`src/rtl/fsbn_master.sv`:
```
// fsbn_master: host-to-FSB bridge master with CMD/ADDR latch reuse and incrementing bursts.
// Optional macro FSBN_MASTER_TIMEOUT_EN adds a wait-state timeout that ends in an error response.
//
// state | meaning
// IDLE  | no transfer, hready=1
// CMD   | page-extension frame, drives haddr[31:24] on aah
// ADDR  | address frame, latches haddr[23:8]
// TURN  | bus turnaround before read data
// DATA  | cs_n low, waits for rdy_n
// RESP  | transfer complete, hready=1
// ERR1  | timeout, first error cycle (hready=0)
// ERR2  | timeout, second error cycle (hready=1)
module fsbn_master #(
    parameter int AW        = 24,
    parameter int BURST_MAX = 16,
    parameter int WAIT_W    = 8
) (
    input  logic          hclk,
    input  logic          hreset,
    input  logic          hsel,
    input  logic [1:0]    htrans,
    input  logic          hwrite,
    input  logic          hburst,
    input  logic [AW-1:0] haddr,
    input  logic [7:0]    hwdata,
    output logic [7:0]    hrdata,
    output logic          hready,
    output logic          hresp,
    output logic          ale_n,
    output logic          cs_n,
    output logic          cmd_n,
    output logic          wr_n,
    output logic          typ,
    input  logic          rdy_n,
    input  logic          irq_n,
    output logic          ad_oe,
    output logic [7:0]    ad_out,
    input  logic [7:0]    ad_in,
    output logic [7:0]    aah,
    output logic          fsb_irq
);

    localparam int BW = $clog2(BURST_MAX + 1);

    typedef enum logic [2:0] {
        S_IDLE, S_CMD, S_ADDR, S_TURN, S_DATA, S_RESP, S_ERR1, S_ERR2
    } state_t;

    state_t        state, state_nxt, entry_state, post_cmd_state;
    logic [31:0]   addr;
    logic          valid, is_nonseq, is_seq, hi_hit, mid_hit, burst_hit, beat_max;
    logic [7:0]    hi8;
    logic          hi8_vld;
    logic [15:0]   mid16;
    logic          mid16_vld;
    logic [BW-1:0] beat_cnt;
    logic [1:0]    irq_sync;
    logic          wait_expired;

    assign addr      = 32'(haddr);
    assign valid     = hsel & htrans[1];
    assign is_nonseq = (htrans == 2'b10);
    assign is_seq    = (htrans == 2'b11);
    assign hi_hit    = (AW != 32) || (hi8_vld && (hi8 == addr[31:24]));
    assign mid_hit   = mid16_vld && (mid16 == addr[23:8]);
    assign burst_hit = valid && is_seq && hburst && hi_hit && mid_hit;
    assign beat_max  = (beat_cnt >= BW'(BURST_MAX));
    assign fsb_irq   = irq_sync[1];

    always_comb begin
        post_cmd_state = S_DATA;
        if (!mid_hit)
            post_cmd_state = S_ADDR;
        else if (!hwrite)
            post_cmd_state = S_TURN;
        entry_state = hi_hit ? post_cmd_state : S_CMD;
    end

`ifdef FSBN_MASTER_TIMEOUT_EN
    logic [WAIT_W-1:0] wait_cnt;

    always_ff @(posedge hclk or posedge hreset) begin
        if (hreset)
            wait_cnt <= '0;
        else if (state == S_DATA && rdy_n)
            wait_cnt <= wait_cnt + 1'b1;
        else
            wait_cnt <= '0;
    end

    // The counter reaches all-ones on the same edge that enters ERR1.
    assign wait_expired = (state == S_DATA) && rdy_n && (wait_cnt == ~WAIT_W'(1));
    assign hresp        = (state == S_ERR1) || (state == S_ERR2);
`else
    assign wait_expired = 1'b0;
    assign hresp        = 1'b0;
`endif

    always_comb begin
        state_nxt = state;
        ale_n     = 1'b1;
        cs_n      = 1'b1;
        cmd_n     = 1'b1;
        wr_n      = 1'b1;
        typ       = 1'b0;
        ad_oe     = 1'b0;
        ad_out    = 8'h00;
        aah       = 8'h00;
        hready    = 1'b0;
        case (state)
            S_IDLE: begin
                hready = 1'b1;
                if (valid)
                    state_nxt = (burst_hit && !beat_max) ? S_DATA : entry_state;
            end
            S_CMD: begin
                cmd_n     = 1'b0;
                ad_oe     = 1'b1;
                aah       = addr[31:24];
                state_nxt = post_cmd_state;
            end
            S_ADDR: begin
                ale_n     = 1'b0;
                ad_oe     = 1'b1;
                ad_out    = addr[15:8];
                aah       = addr[23:16];
                state_nxt = hwrite ? S_DATA : S_TURN;
            end
            S_TURN: state_nxt = S_DATA;
            S_DATA: begin
                cs_n   = 1'b0;
                wr_n   = ~hwrite;
                ad_oe  = hwrite;
                ad_out = hwdata;
                aah    = addr[7:0];
                typ    = hburst;
                if (!rdy_n)
                    state_nxt = S_RESP;
                else if (wait_expired)
                    state_nxt = S_ERR1;
            end
            S_RESP: begin
                hready = 1'b1;
                if (!valid)
                    state_nxt = S_IDLE;
                else if (burst_hit)
                    state_nxt = beat_max ? S_IDLE : S_DATA;
                else
                    state_nxt = entry_state;
                cs_n = (state_nxt != S_DATA);
            end
            S_ERR1:  state_nxt = S_ERR2;
            S_ERR2: begin
                hready    = 1'b1;
                state_nxt = S_IDLE;
            end
            default: state_nxt = S_IDLE;
        endcase
    end

    always_ff @(posedge hclk or posedge hreset) begin
        if (hreset) begin
            state     <= S_IDLE;
            hrdata    <= 8'h00;
            hi8       <= 8'h00;
            hi8_vld   <= 1'b0;
            mid16     <= 16'h0000;
            mid16_vld <= 1'b0;
            beat_cnt  <= '0;
        end else begin
            state <= state_nxt;
            if (state == S_CMD) begin
                hi8     <= addr[31:24];
                hi8_vld <= 1'b1;
            end
            if (state == S_ADDR) begin
                mid16     <= addr[23:8];
                mid16_vld <= 1'b1;
            end
            if (state == S_ERR1) begin
                hi8_vld   <= 1'b0;
                mid16_vld <= 1'b0;
            end
            if (state == S_DATA && !rdy_n && !hwrite)
                hrdata <= ad_in;
            // A full burst frees the counter in RESP whether or not the burst continues.
            if ((state == S_IDLE || state == S_RESP) && valid && is_nonseq)
                beat_cnt <= '0;
            else if (state == S_RESP && beat_max)
                beat_cnt <= '0;
            else if (state == S_DATA && !rdy_n)
                beat_cnt <= beat_cnt + 1'b1;
        end
    end

    always_ff @(posedge hclk or posedge hreset) begin
        if (hreset)
            irq_sync <= 2'b00;
        else
            irq_sync <= {irq_sync[0], ~irq_n};
    end

endmodule

```
`config.mk`:
```
export PLATFORM = sky130hd
export DESIGN_NAME = fsbn_master
export DESIGN_NICKNAME = d
export VERILOG_FILES = /design/src/rtl/fsbn_master.sv
export SDC_FILE = /design/constraint.sdc
export NUM_CORES = 1
export LEC_CHECK = 0
export BUFFER_PORTS_ARGS = -buffer_cell sky130_fd_sc_hd__buf_2
export CAP_MARGIN = 15
export CORE_MARGIN = 2
export CORE_UTILIZATION = 40
export DETAILED_ROUTE_END_ITERATION = 10
export PLACE_DENSITY = 0.77
export SLEW_MARGIN = 30
export SYNTH_ARGS = -nofsm -noshare
export SYNTH_HDL_FRONTEND = slang
export SYNTH_SLANG_ARGS = --single-unit
```
`constraint.sdc`:
```
create_clock -name hclk -period 1.9 [get_ports hclk]
set_input_delay 0.38 -clock hclk [delete_from_list [all_inputs] [get_ports hclk]]
set_output_delay 0.38 -clock hclk [all_outputs]
set_load 0.01 [all_outputs]
```
# Word level (Yosys, flattened, before mapping)
# Cells that the tools add are included.
# W data, S select, Z words.
# word_totals
elab_cells,68
output_inout_bits,33
input_bits,49
register_bits,35
# classes
muxes,24
bitwise_logic,3
reduce_logical,20
n_lt_le_gt_ge,1
add_sub_neg,1
n_eq_ne,13
# op_table
cell,n
$pmux W8 S2,2
$mux W3,9
$pmux W3 S8,1
$eq A16 B16 Y1,1
$mux W5,3
$eq A3 B3 Y1 const B,4
$logic_and A1 B1 Y1,10
$mux W1,7
$eq A3 B2 Y1 const B,2
$add A5 B1 Y5 const B,1
$ge A5 B5 Y1 const B,1
$eq A2 B2 Y1 const B,2
$ne A2 B2 Y1 const B,2
$pmux W1 S2,2
$eq A3 B1 Y1 const B,1
$logic_not A1 Y1,3
$logic_not A3 Y1,1
$ne A3 B3 Y1 const B,1
$reduce_bool A3 Y1,1
$reduce_or A3 Y1,1
$not A1 Y1,2
$reduce_and A2 Y1,1
$reduce_bool A2 Y1,1
$reduce_or A2 Y1,1
other kinds (2),2

# Longest topological paths before layout
# Gate-level depths: netlist (run 1).
# depth
ltp_word,9
mapped_depth,7
ltp_nobuf,5

# Worst setup path after synthesis (run 1)
# OpenSTA, ideal clock, no wires.
# synth_timing
kind,register to output
start,reg state[1]
end,out ad_oe
n_path_buf,1
path_stages_with_launch,4
arrival_time_ps,1343
path_slack_ps,177
cell_sequence,dfrtp_1 clkbuf_1 mux2_2 o21ai_0
# synth_between
elab_chain_cells,3
# synth_rtl
element,line,rtl
"start, declared",49,"state_t state, state_nxt, entry_state, post_cmd_state;"
"start signal, assigned",171,state <= state_nxt;
$eq A3 B1 Y1 / $eq A3 B2 Y1 (equally long branches),110,case (state)
$reduce_or A2 Y1 (no source line),-,
$pmux W1 S2 (*),110,
"end, declared",36,"output logic ad_oe,"
# Mark *: on every way between the ends. The rest lies on a longest branch, timed or not.

# Final worst setup path (run 1)
# layout_timing
start,reg mid16[14]
end,out cs_n
# layout_between
elab_chain_cells,8
# layout_rtl
element,line,rtl
"start, declared",54,logic [15:0] mid16;
"start signal, assigned",177,mid16 <= addr[23:8];
$eq A16 B16 Y1 (*),65,assign mid_hit = mid16_vld && (mid16 == addr[23:8]);
$logic_and A1 B1 Y1 (*),65,
$mux W3 / $logic_and A1 B1 Y1 (equally long branches),"72, 66",
$mux W3 (*),146,else if (burst_hit)
$mux W3 (*),144,if (!valid)
$mux W3 (*),110,
$ne A3 B3 Y1 (*),150,cs_n = (state_nxt != S_DATA);
$pmux W1 S2 (*),110,
"end, declared",30,"output logic cs_n,"
# Mark *: on every way between the ends. The rest lies on a longest branch, timed or not. The select of a mux whose other input is x is not followed.

==> results list, run 1 <==
- Final Net Count: 344
- CTS tree: done
* Antenna violations before repair: 0
* Setup Slack @ Placement: -0.118 ns
* Post-DR wirelength/cell: 14.6 um
- Counting I/O delays and the setup requirement, the final critical path takes 2.24 ns.
- The repair_antennas step left the layout with diodes totalling 0.
* Power Density: 1590 nW/um2
- Counting flops and latches in the post-synthesis netlist gives 35.
* Number of cell instances on the worst register-to-register path: 5
* IR Drop Worst-Case VDD: 747 uV
- Leak Pwr: 1.46 nW
- The largest single stage delay on the critical path is 0.39 ns.
- The die is 75.4 um tall.
- Max capacitance violation total: 0
- Counting every net in the synthesized netlist gives 236.
* Initial DRT Pass Iterations: 4
- CTS root buffer: sky130_fd_sc_hd__clkbuf_8
* Share of the clock period used by the worst path: 118%
* Syn Inst Count: 185
- Ranked by instance count, the synthesized netlist is headed by sky130_fd_sc_hd__dfrtp_1 (35), sky130_fd_sc_hd__mux2_2 (19), sky130_fd_sc_hd__a22o_1 (16).
* Fmax achieved: 447 MHz
- Std cell rows: 25
- Among all flip-flop cells after synthesis, the most frequent one is sky130_fd_sc_hd__dfrtp_1.
* Clock sink total: 35
- Counting flops with a built-in enable in the synthesized netlist gives 0.
* Remaining DRCs: 0
- Yosys instantiated no cell more often than sky130_fd_sc_hd__dfrtp_1.
* Hold/Removal Path Class: input pin to asynchronous set/reset pin
- The flow ran to the end, but the final reports show violations.
- Layout Utilization: 61.6%
- Number of endpoints failing setup at the final stage: 17
- Of all nets on the critical path, the largest fanout is 2.
- Once the floorplan was initialized, standard cells occupied 42.3% of the core.
* Relative slew margins: 68.0%
* Via total after detailed routing: 1812
* Total gr overflow: 0
- Total Wirelength: 5.25 mm
* Sequential element share of the synthesized area: 43.0%
* Area share of the largest cell type after synthesis: 43.0%
* Number of buffers inserted by port buffering: 80
* Global-route usage over all layers: 19.3%
- The first global-routing pass estimated 8.06 mm of wire.
* Slew @ Worst Pin: 0.468 ns
- Clock Skew: 0.00496 ns
- Number of hold-repair buffers added at the cts stage: 0
* Post-synthesis cell type with the largest combined area: sky130_fd_sc_hd__dfrtp_1
- The checks that failed: setup timing.
* Cell with the largest stage delay on the worst path: sky130_fd_sc_hd__dfrtp_1
- Number of nets with antenna violations after routing: 0
- Die area: 5680 um2
* Synthesis warning total: 0
* Cell types occupying the most area after synthesis: sky130_fd_sc_hd__dfrtp_1 (43%), sky130_fd_sc_hd__mux2_2 (10%), sky130_fd_sc_hd__a22o_1 (6.9%)
- Post-Syn Area per Cell: 11.0 um2
- Vias in the first global route: 1720
- TritonCTS Buffers: 5
* Core Region: 4820 um2
* RSZ-0062 raised after global routing: true
- CP endpoint kind: primary output
* I/O pin total: 82
- The clock tree synthesis step divided the H-tree into 2 levels.
- Pin count of the biggest net entering global routing: 36
- In the final layout, the share of cells above drive strength 1 is 54.8%.
- Vias/cell: 5.02
- Insertion delay of the later-clocked pin in the worst-skew pair: 0.29 ns
- The detailed router finished its first iteration with 82 violations.
* Number of distinct library cell variants in the gate-level netlist after synthesis: 39
- Final worst slack: -0.335 ns
- The worst setup path is launched from a flip-flop.
* Area Growth Syn to Fin: 45.5%
- Cell area after synthesis: 2040 um2
- Chain of cells forming the critical path: xor2_1 -> nor4_1 -> nand4_1 -> nor4_2 -> a21oi_1 -> buf_2
* Final max-slew violation count: 0
- Type of the worst setup path: flip-flop to primary output
- CTS clock-pin slew for the worst setup and hold paths: 0.08 ns
- Required arrival time at the worst endpoint: 1.52 ns
- At the worst endpoint, the arrival time is 1.86 ns.
- Async SR Flop Fraction: 100%
- Final Hold Violating Endpoints: 0
- At the end of routability-driven placement, the weighted congestion stood at 0.807.
- Maximum root-to-sink buffer count: 2
- Measured along the x axis, the die boundary spans 75.4 um.
* Detail Placement HPWL: 3.33 mm
[registers in the layout (all words and copies together) (netlist names)]
signal	cells
beat_cnt	5
hrdata	8
irq_sync	2
mid16	16
mid16_vld	1
state	3
[cell type report]
cell class / count / area, um2
inverters: 8 / 30.0
fillers: 414 / 1850
clock inverters: 3 / 43.8
clock buffers: 5 / 68.8
well taps: 67 / 83.8
multi-input cells: 130 / 1090
flip-flops and latches: 35 / 880
repair buffers: 113 / 773
[worst paths after layout]
check                                 start          end  slack [ns]
worst min register to register  irq_sync[0]  irq_sync[1]        0.36
worst max-delay path              mid16[14]         cs_n       -0.34
worst max register to register     state[0]    hrdata[5]        0.21
min in group hclk                     irq_n  irq_sync[0]        0.22
worst min-delay path                 hreset  irq_sync[0]        0.18
max in group asynchronous            hreset     state[1]        1.39
[metal layers]
layer  up-vias  share of wire (%)  GRT usage [%]
met5         -                  0              0
met2        57                 50           30.8
met4         0                2.1           7.60
li1        877                  -              -
met3        10                5.0           4.76
met1       868                 43           25.3
[critical path, delay by kind of cell, from the launching register on]
kind	cells	cell delay, ns
flops	1	0.39
compound gates	1	0.12
xor+xnor	1	0.16
simple gates	3	0.74
buf+inv	1	0.16
[layout by cell type (no fill, tap or decap), types with 2 or more instances in the layout]
cell / instances
sky130_fd_sc_hd__buf_12: 4
sky130_fd_sc_hd__o21ai_0: 5
sky130_fd_sc_hd__xnor2_1: 14
sky130_fd_sc_hd__buf_6: 6
sky130_fd_sc_hd__nand2_1: 11
sky130_fd_sc_hd__nor2_4: 2
sky130_fd_sc_hd__dfrtp_1: 32
sky130_fd_sc_hd__mux2_2: 18
sky130_fd_sc_hd__buf_16: 2
sky130_fd_sc_hd__buf_2: 78
sky130_fd_sc_hd__a31oi_1: 2
sky130_fd_sc_hd__nand4_1: 5
sky130_fd_sc_hd__clkbuf_8: 5
sky130_fd_sc_hd__a22o_1: 16
sky130_fd_sc_hd__mux2_4: 9
sky130_fd_sc_hd__a21oi_1: 4
sky130_fd_sc_hd__ha_1: 2
sky130_fd_sc_hd__nor4_1: 3
sky130_fd_sc_hd__dfrtp_2: 3
sky130_fd_sc_hd__inv_1: 6
sky130_fd_sc_hd__nand2b_1: 3
sky130_fd_sc_hd__inv_2: 2
sky130_fd_sc_hd__xor2_1: 6
sky130_fd_sc_hd__a21o_1: 2
sky130_fd_sc_hd__mux2i_1: 2
sky130_fd_sc_hd__buf_4: 22
sky130_fd_sc_hd__nor2_1: 8
[report_power, final]
group | switching (mW) | internal (mW) | total, mW
Clock | 0.284 | 0.391 | 0.674
Combinational | 1.13 | 1.56 | 2.69
Sequential | 0.267 | 1.09 | 1.36
Total | 1.68 | 3.04 | 4.72
[cells by family (layout without fill, tap and decap cells)]
family,Yosys count,in the layout,share of synthesized area (%)
and+or+nand+nor,41,41,11.4
other,1,1,0.184
buffers and inverters,20,129,4.73
xor gates and xnor gates,20,20,8.59
AOI/OAI and AO/OA,37,37,13.5
DFF,35,35,43.0
adders and majority gates,2,2,1.23
muxes,29,29,17.4
[what timing repair did]
action                                  in CTS  in global routing
cloned                                       3                  0
hold endpoints to repair                     0                  0
resized for setup                           16                  7
pin swaps                                   19                  3
endpoints found under the setup margin      18                 21
setup buffers                               10                  7
[per-stage QoR]
stage / cells / hold WS [ns] / TNS [ns] / cell area [um2] / power [mW]
2_1_floorplan: 185 / 0.331 / 0 / 2040 / 2.79
3_3_place_gp: 334 / 0.334 / -0.103 / 2590 / 3.37
3_5_place_dp: 334 / 0.345 / -0.118 / 2590 / 3.44
4_1_cts: 355 / 0.187 / -0.507 / 2910 / 4.59
5_1_grt: 361 / 0.206 / -2.23 / 2970 / 5.04
6_report: 361 / 0.176 / -1.10 / 2970 / 4.72
(Power assumes the default switching activity.)
==> inputs of run 2 (changes only) <==
==> constraint.sdc (replaced) <==
create_clock -name hclk -period 1.9 [get_ports hclk]
set_input_delay 0.38 -clock hclk [delete_from_list [all_inputs] [get_ports hclk]]
set_output_delay 0.38 -clock hclk [all_outputs]
set_load 0.05 [all_outputs]
==> run 2 against run 1 <==
The run still ends with setup timing left. Count of clock-buffer cells in the layout increased by 2. Wire length increased by 2.4%. First-iteration DRC count decreased by 22%. Non-clock buffer count increased by 1. Power increased by 18%. Via count increased by 0.33%. Global-route usage decreased by 0.24 points.
==> results list, run 2 (synthesized netlist as in run 1, its figures left out) <==
* Result of the run: finished, violations left
- Detail Placement HPWL: 3.49 mm (+4.8%)
- I/O pin total: 82 (unchanged)
- Final weighted congestion in routability-driven placement: 0.811 (+0.45%)
* Register share of total power: 23.8% (-4.9 points)
- The number of placed cells counting well taps came to 338 (+1.2%).
- The critical path is of the flip-flop to primary output type.
- The maximum level of the CTS H-tree is 2 (unchanged).
- TritonCTS built the clock tree.
- Final max-slew violation count: 0 (unchanged)
* Inserted Diodes: 0 (unchanged)
- The count of non-filler cells in the finished layout came to 362 (+0.28%).
- Compared with the post-synthesis result, the final layout area differs by 49.5%.
- Leaving out fill and tap cells, the most frequent cells in the layout are sky130_fd_sc_hd__buf_2 (61), sky130_fd_sc_hd__dfrtp_1 (34), sky130_fd_sc_hd__buf_4 (31).
- The clock-pin slew reported for the worst setup and hold paths after clock tree synthesis was 0.07 ns (about the same).
- The source-to-sink clock delay at the later pin of the worst-skew pair is 0.28 ns (about the same).
- The timing-limited maximum frequency came to 440 MHz (-1.8%).
- Total power of the final layout: 5.58 mW (+18%)
- Most common cell after layout, fill and taps aside: sky130_fd_sc_hd__buf_2
* Final min period: 2.28 ns (+0.0398 ns)
- The global route total overflow is 0 (unchanged).
- The largest registers in the layout are mid16: 16 flops, hrdata: 8 flops, beat_cnt: 5 flops.
- DRC violation total after the first TritonRoute iteration: 64 (-22%)
- Multi-input gate area: 1150 um2 (+5.9%)
* CP endpoint kind: primary output
* Total Wirelength: 5.38 mm (+2.4%)
* Global-route usage over all layers: 19.0% (-0.24 points)
- The global-route wire length before repair was 8.14 mm (+0.94%).
- Maximum root-to-sink buffer count: 2 (unchanged)
- Count of filler cells inserted in the layout: 398 (-3.9%)
- The arrival time reported for the critical path endpoint was 1.90 ns (+0.04 ns).
* Failing checks: setup timing
- The number of setup violations in the final report was 10 (-7).
- The share of layout cells above drive strength 1 came to 56.9% (+2.2 points).
- The total via count after detailed routing was 1818 (+0.33%).
* Clock Skew: 0.00398 ns (-0.000977 ns)
* Vias/cell: 5.02 (about the same)
- Number of nets with antenna violations after routing: 0 (unchanged)
- Proportion of power drawn by combinational gates: 67.0% (+10 points)
* Power Density: 1830 nW/um2 (+15%)
- Max Fanout on Critical Path: 2 (unchanged)
* Switching power total: 2.57 mW (+53%)
- Portion of total power attributed to the clock network: 9.2% (-5.1 points)
* Antenna violations before repair: 0 (unchanged)
- Final Net Count: 345 (+0.29%)
* Final Hold Violating Endpoints: 0 (unchanged)
* Worst setup SP type: flip-flop
- Die area: 5680 um2 (unchanged)
- Switching fraction of total power: 46.1% (+11 points)
* Initial DRT Pass Iterations: 4 (unchanged)
- The register area is 877 um2 (-0.28%).
* Number of flip-flops in the largest register: 16 (unchanged)
* Final worst slack: -0.375 ns (-0.0398 ns)
* Number of hold-repair buffers added at the cts stage: 0 (unchanged)
- The internal power was 3.01 mW (-1.1%).
* Clock sink total: 35 (unchanged)
- The average routed wire per standard cell is 14.9 um (+2.1%).
- The die width is 75.4 um (unchanged).
- Std cell rows: 25 (unchanged)
- Share of the clock period used by the worst path: 120% (+2.1 points)
- The number of buffer cells added on primary ports was 80 (unchanged).
- The number of maximum-capacitance violations is 0 (unchanged).
* Height of the die: 75.4 um (unchanged)
* CTS root buffer: sky130_fd_sc_hd__clkbuf_8
- TritonCTS Buffers: 5 (unchanged)
- IR Drop Worst-Case VDD: 691 uV (-7.5%)
- Setup repair after global routing could not meet its margin everywhere.
* Hold/Removal Path Class: input pin to asynchronous set/reset pin
* Remaining DRCs: 0 (unchanged)
- The leakage power is 1.48 nW (+1.6%).
- The starting density of the core is 42.3% (unchanged).
- The pre-CTS setup slack came to -0.198 ns (-0.0805 ns).
- The maximum number of pins on one net before global-route repair is 36 (unchanged).
* Vias in the first global route: 1840 (+7.0%)
- Layout Utilization: 63.2% (+1.7 points)
* Core Region: 4820 um2 (unchanged)
- Required arrival time at the worst endpoint: 1.52 ns (about the same)
- Register containing the most flip-flops in the final layout: mid16
## run 2: changes by cell type in the layout (fill, tap and decap cells not counted), sizes merged
cell | before | now
buf | 113 | 114
clkbuf | 5 | 7
clkinv | 2 | 1
bufinv | 1 | 0
## run 2: worst max-delay path, cell delays in order, from the launching register on
cell	delay (ns)
sky130_fd_sc_hd__dfrtp_1	0.40
sky130_fd_sc_hd__xor2_1	0.19
sky130_fd_sc_hd__nor4_2	0.26
sky130_fd_sc_hd__nand4_1	0.15
sky130_fd_sc_hd__nor4_2	0.22
sky130_fd_sc_hd__buf_4	0.18
sky130_fd_sc_hd__a21oi_2	0.05
sky130_fd_sc_hd__buf_6	0.16
## run 2: power by group through the flow
stage	combinational (mW)	clock, mW	sequential, mW
detailed placement	3.05	0	1.33
CTS	3.80	0.529	1.32
global placement	3.01	0	1.31
finish	3.74	0.516	1.33
floorplan	2.10	0	1.59
global route	3.96	0.571	1.37
## run 2: what timing repair did
action,CTS,global route
cloned,1,0
setup endpoints to repair,20,21
buffers inserted,19,1
resized for setup,57,5
pin swaps,14,3
## run 2: area by class of cell
type                       instances  area share, %
multi-input combinational        130           37.8
sequential                        35           28.8
timing repair buffer             114           26.9
tap                               67           2.75
clock buffer                       7           2.51
inverter                           8           1.07
clock inverter                     1          0.164
## run 2: per-stage QoR
stage               setup TNS (ns)  area (um2)  hold WS, ns
floorplan                   -0.260        2050        0.331
detailed placement          -0.198        2630        0.345
global route                 -2.09        3050        0.223
CTS                         -0.730        3080        0.201
finish                      -0.661        3050        0.187
global placement            -0.198        2630        0.334
## run 2: final timing paths
| check | end | slack, ns | cells past startpoint | startpoint |
|---|---|---|---|---|
| max in group asynchronous | state[2] | 1.37 | 3 | hreset |
| min reg2reg | irq_sync[1] | 0.36 | 0 | irq_sync[0] |
| max reg2reg | state[1] | 0.07 | 12 | state[0] |
| min in group hclk | irq_sync[0] | 0.23 | 2 | irq_n |
| max | cs_n | -0.38 | 7 | mid16[14] |
| min | hrdata[5] | 0.19 | 3 | hreset |
## run 2: routing by layer
layer  global-route usage (%)  vias up  share of wire, %
li1                         -      876                 -
met1                     21.6      877                40
met2                     35.6       60                54
met3                     5.16        5               5.6
met4                     4.29        0              0.87
met5                        0        -                 0
==> inputs of run 3 (changes only) <==
- CORE_ASPECT_RATIO: not set -> 1.75
==> run 3 against run 2 <==
The flow still finishes with violations (setup timing). Sequential cell count unchanged. Final cell count decreased by 1.1%. Via count up 2.7%. Utilization rose by 3.4 points. Critical path depth unchanged. Critical path type unchanged. Setup slack better by 0.031 ns. Hold slack got worse by 0.0066 ns. Sequential share of layout area shrank 2.0 points.
==> results list, run 3 (synthesized netlist as in run 1, its figures left out) <==
* Register containing the most flip-flops in the final layout: mid16
- Starting density of the core: 41.3% (-1.0 points)
* CP endpoint kind: primary output
- The share of the cycle needed by the critical path after routing was 118% (-1.6 points).
- Std cell rows: 34 (+36%)
* CTS root buffer: sky130_fd_sc_hd__clkbuf_8
- Failing checks: setup timing
- Core Region: 4930 um2 (+2.4%)
- Global-route usage over all layers: 21.9% (+2.9 points)
- The maximum number of pins on one net before global-route repair came to 36 (unchanged).
- From synthesis to final layout, the design area changed by 61.4%.
* Final worst slack: -0.344 ns (+0.0307 ns)
* CTS tree: done
- Fmax achieved: 446 MHz (+1.4%)
- Cell with the largest stage delay on the worst path: sky130_fd_sc_hd__dfrtp_1
* Cell Area, Placed: 2650 um2 (+0.81%)
* Hold/Removal Path Class: input pin to asynchronous set/reset pin
* Fraction of final layout cells sized beyond drive strength 1: 59.5% (+2.6 points)
- Remaining DRCs: 0 (unchanged)
- The depth of the worst register-to-register path was 8 (-4).
* Leak Pwr: 1.60 nW (+8.5%)
* Initial DRT Pass Iterations: 4 (unchanged)
* I/O pin total: 82 (unchanged)
- Crit path buffers/inverters: 2 (unchanged)
* Inserted Diodes: 0 (unchanged)
* Layout Cells excl Fill: 358 (-1.1%)
* Most frequent cell on the critical path: sky130_fd_sc_hd__nor4_2
* Total power of the final layout: 6.24 mW (+12%)
* Die area: 5710 um2 (+0.40%)
- The number of flip-flops under the largest register name is 16 (unchanged).
- The sequential group share of total power is 21.5% (-2.3 points).
* Relative slew margins: 64.6%
* Vias in the first global route: 2021 (+9.8%)
- Tracing the worst setup path back leads to its startpoint at mid16[5].
- IR Drop Worst-Case VDD: 1430 uV (+110%)
- The switching component of the power came to 2.73 mW (+6.0%).
- Power Density: 1900 nW/um2 (+3.6%)
* Worst flop-to-flop path startpoint: state[0]
- The number of buffer cells added on primary ports came to 80 (unchanged).
- The highest fanout seen on the critical path was 2 (unchanged).
- The signal on the critical path passes through xor2_1 -> nor4_2 -> nand4_1 -> nor4_2 -> buf_4 -> a21oi_2 -> buf_6.
- The maximum level of the CTS H-tree is 2 (unchanged).
- Number of hold-repair buffers added at the cts stage: 0 (unchanged)
- Post-DR wirelength/cell: 17.1 um (+15%)
- The maximum single-stage delay on the critical path is 0.41 ns (about the same).
- The internal power came to 3.51 mW (+17%).
- CP Data Arrival Time: 1.86 ns (-0.04 ns)
* Total Wirelength: 6.11 mm (+14%)
- The time the final worst path needs with I/O delays and setup was 2.24 ns (-0.0307 ns).
* Number of endpoints failing setup at the final stage: 15 (+5)
* Portion of total power attributed to the clock network: 9.4% (+0.2 points)
- The number of maximum-capacitance violations is 0 (unchanged).
* TritonCTS Buffers: 5 (unchanged)
* Final weighted congestion in routability-driven placement: 0.799 (-1.5%)
* Smallest hold slack: 0.181 ns (-0.00657 ns)
* Detail Placement HPWL: 3.62 mm (+3.7%)
- The clock-pin slew reported for the worst setup and hold paths after clock tree synthesis is 0.07 ns (about the same).
- The global-route wire length before repair came to 9.53 mm (+17%).
- The DRC violation total after the first TritonRoute iteration was 53 (-17%).
- DP Cell Count: 330 (-2.4%)
* Antenna violations before repair: 0 (unchanged)
* Final max-slew violation count: 0 (unchanged)
- Height of the die: 98.4 um (+31%)
- Most common cell after layout, fill and taps aside: sky130_fd_sc_hd__buf_2
* Insertion delay of the later-clocked pin in the worst-skew pair: 0.28 ns (about the same)
* Maximum root-to-sink buffer count: 2 (unchanged)
* Vias/cell: 5.22 (+3.8%)
* Most frequent cells in the layout: sky130_fd_sc_hd__buf_2 (59), sky130_fd_sc_hd__dfrtp_1 (32), sky130_fd_sc_hd__buf_4 (32)
- The logic depth of the worst setup path including buffers is 7 (unchanged).
- Proportion of power drawn by combinational gates: 69.1% (+2.1 points)
* Top delay family on crit path: simple AND/OR/NAND/NOR gates
* Count of filler cells inserted in the layout: 345 (-13%)
- The number of clock sinks seen by CTS is 35 (unchanged).
* Slew @ Worst Pin: 0.518 ns
- Setup repair after global routing could not meet its margin everywhere.
- Design area: 3290 um2 (+8.0%)
- The largest clock skew in the final design was 0.00188 ns (-0.00210 ns).
- The die width was 58.0 um (-23%).
- STA classifies the critical path startpoint as a flip-flop.
* Required arrival time at the worst endpoint: 1.52 ns (about the same)
- The critical path in this run is classified as flip-flop to primary output.
* Total gr overflow: 0 (unchanged)
- The number of endpoints with negative hold slack in the final report came to 0 (unchanged).
* Final Net Count: 354 (+2.6%)
- Via total after detailed routing: 1867 (+2.7%)
* Result of the run: finished, violations left
- The switching part of the total came to 43.7% (-2.4 points).
* Number of nets with antenna violations after routing: 0 (unchanged)
- In the final layout, the registers with the most flip-flops are mid16: 16 flops, hrdata: 8 flops, beat_cnt: 5 flops.
-- run 3: changes by cell type in the layout (fill, tap and decap cells not counted), sizes merged --
cell,before,now
clkbuf,7,10
bufbuf,0,1
clkinv,1,0
buf,114,120
-- run 3: final timing paths --
path | to | slack [ns]
max | cs_n | -0.34
min | hrdata[2] | 0.18
max reg2reg | mid16[10] | 0.11
min reg2reg | irq_sync[1] | 0.35
max in group asynchronous | state[1] | 1.39
min in group hclk | irq_sync[0] | 0.23
-- run 3: through the flow --
stage	worst slack [ns]	TNS, ns	util (%)
after floorplan	-0.260	-0.260	-
after global placement	-0.197	-0.197	53.7
after detailed placement	-0.207	-0.207	53.7
after CTS	-0.335	-1.34	65.1
after global routing	-0.499	-2.07	66.7
final	-0.344	-1.14	66.7
-- run 3: cell type report --
class / count / area, um2 / area share [%]
flip-flops and latches: 35 / 880 / 26.7
multi-input cells: 130 / 1170 / 35.5
inverters: 8 / 35.0 / 1.07
repair buffers: 123 / 1040 / 31.6
well taps: 54 / 67.6 / 2.05
clock buffers: 8 / 100 / 3.04
-- run 3: what timing repair did --
item,CTS,global route
pin swaps,18,4
endpoints found under the setup margin,21,21
setup buffers,12,5
endpoints found under the hold margin,0,0
gates cloned,3,2
resized for setup,69,11
-- run 3: metal layers --
metal	share of wire [%]	global-route usage [%]	wire length [um]
met4	1.5	7.69	94
met1	34	22.5	2100
met5	0	0	0
met3	3.6	3.94	223
met2	61	42.1	3700
-- run 3: power by group through the flow --
stage	combinational (mW)	sequential (mW)	clock [mW]
6_report	4.32	1.34	0.588
5_1_grt	4.52	1.39	0.636
4_1_cts	4.18	1.32	0.613
3_5_place_dp	3.10	1.35	0
3_3_place_gp	3.05	1.32	0
2_1_floorplan	2.10	1.59	0
-- run 3: worst register-to-register path, delay by kind of cell (launching register included) --
family,cells,cell delay [ns]
buf+inv,5,0.68
flops,1,0.45
mux,1,0.33
simple gates,2,0.21
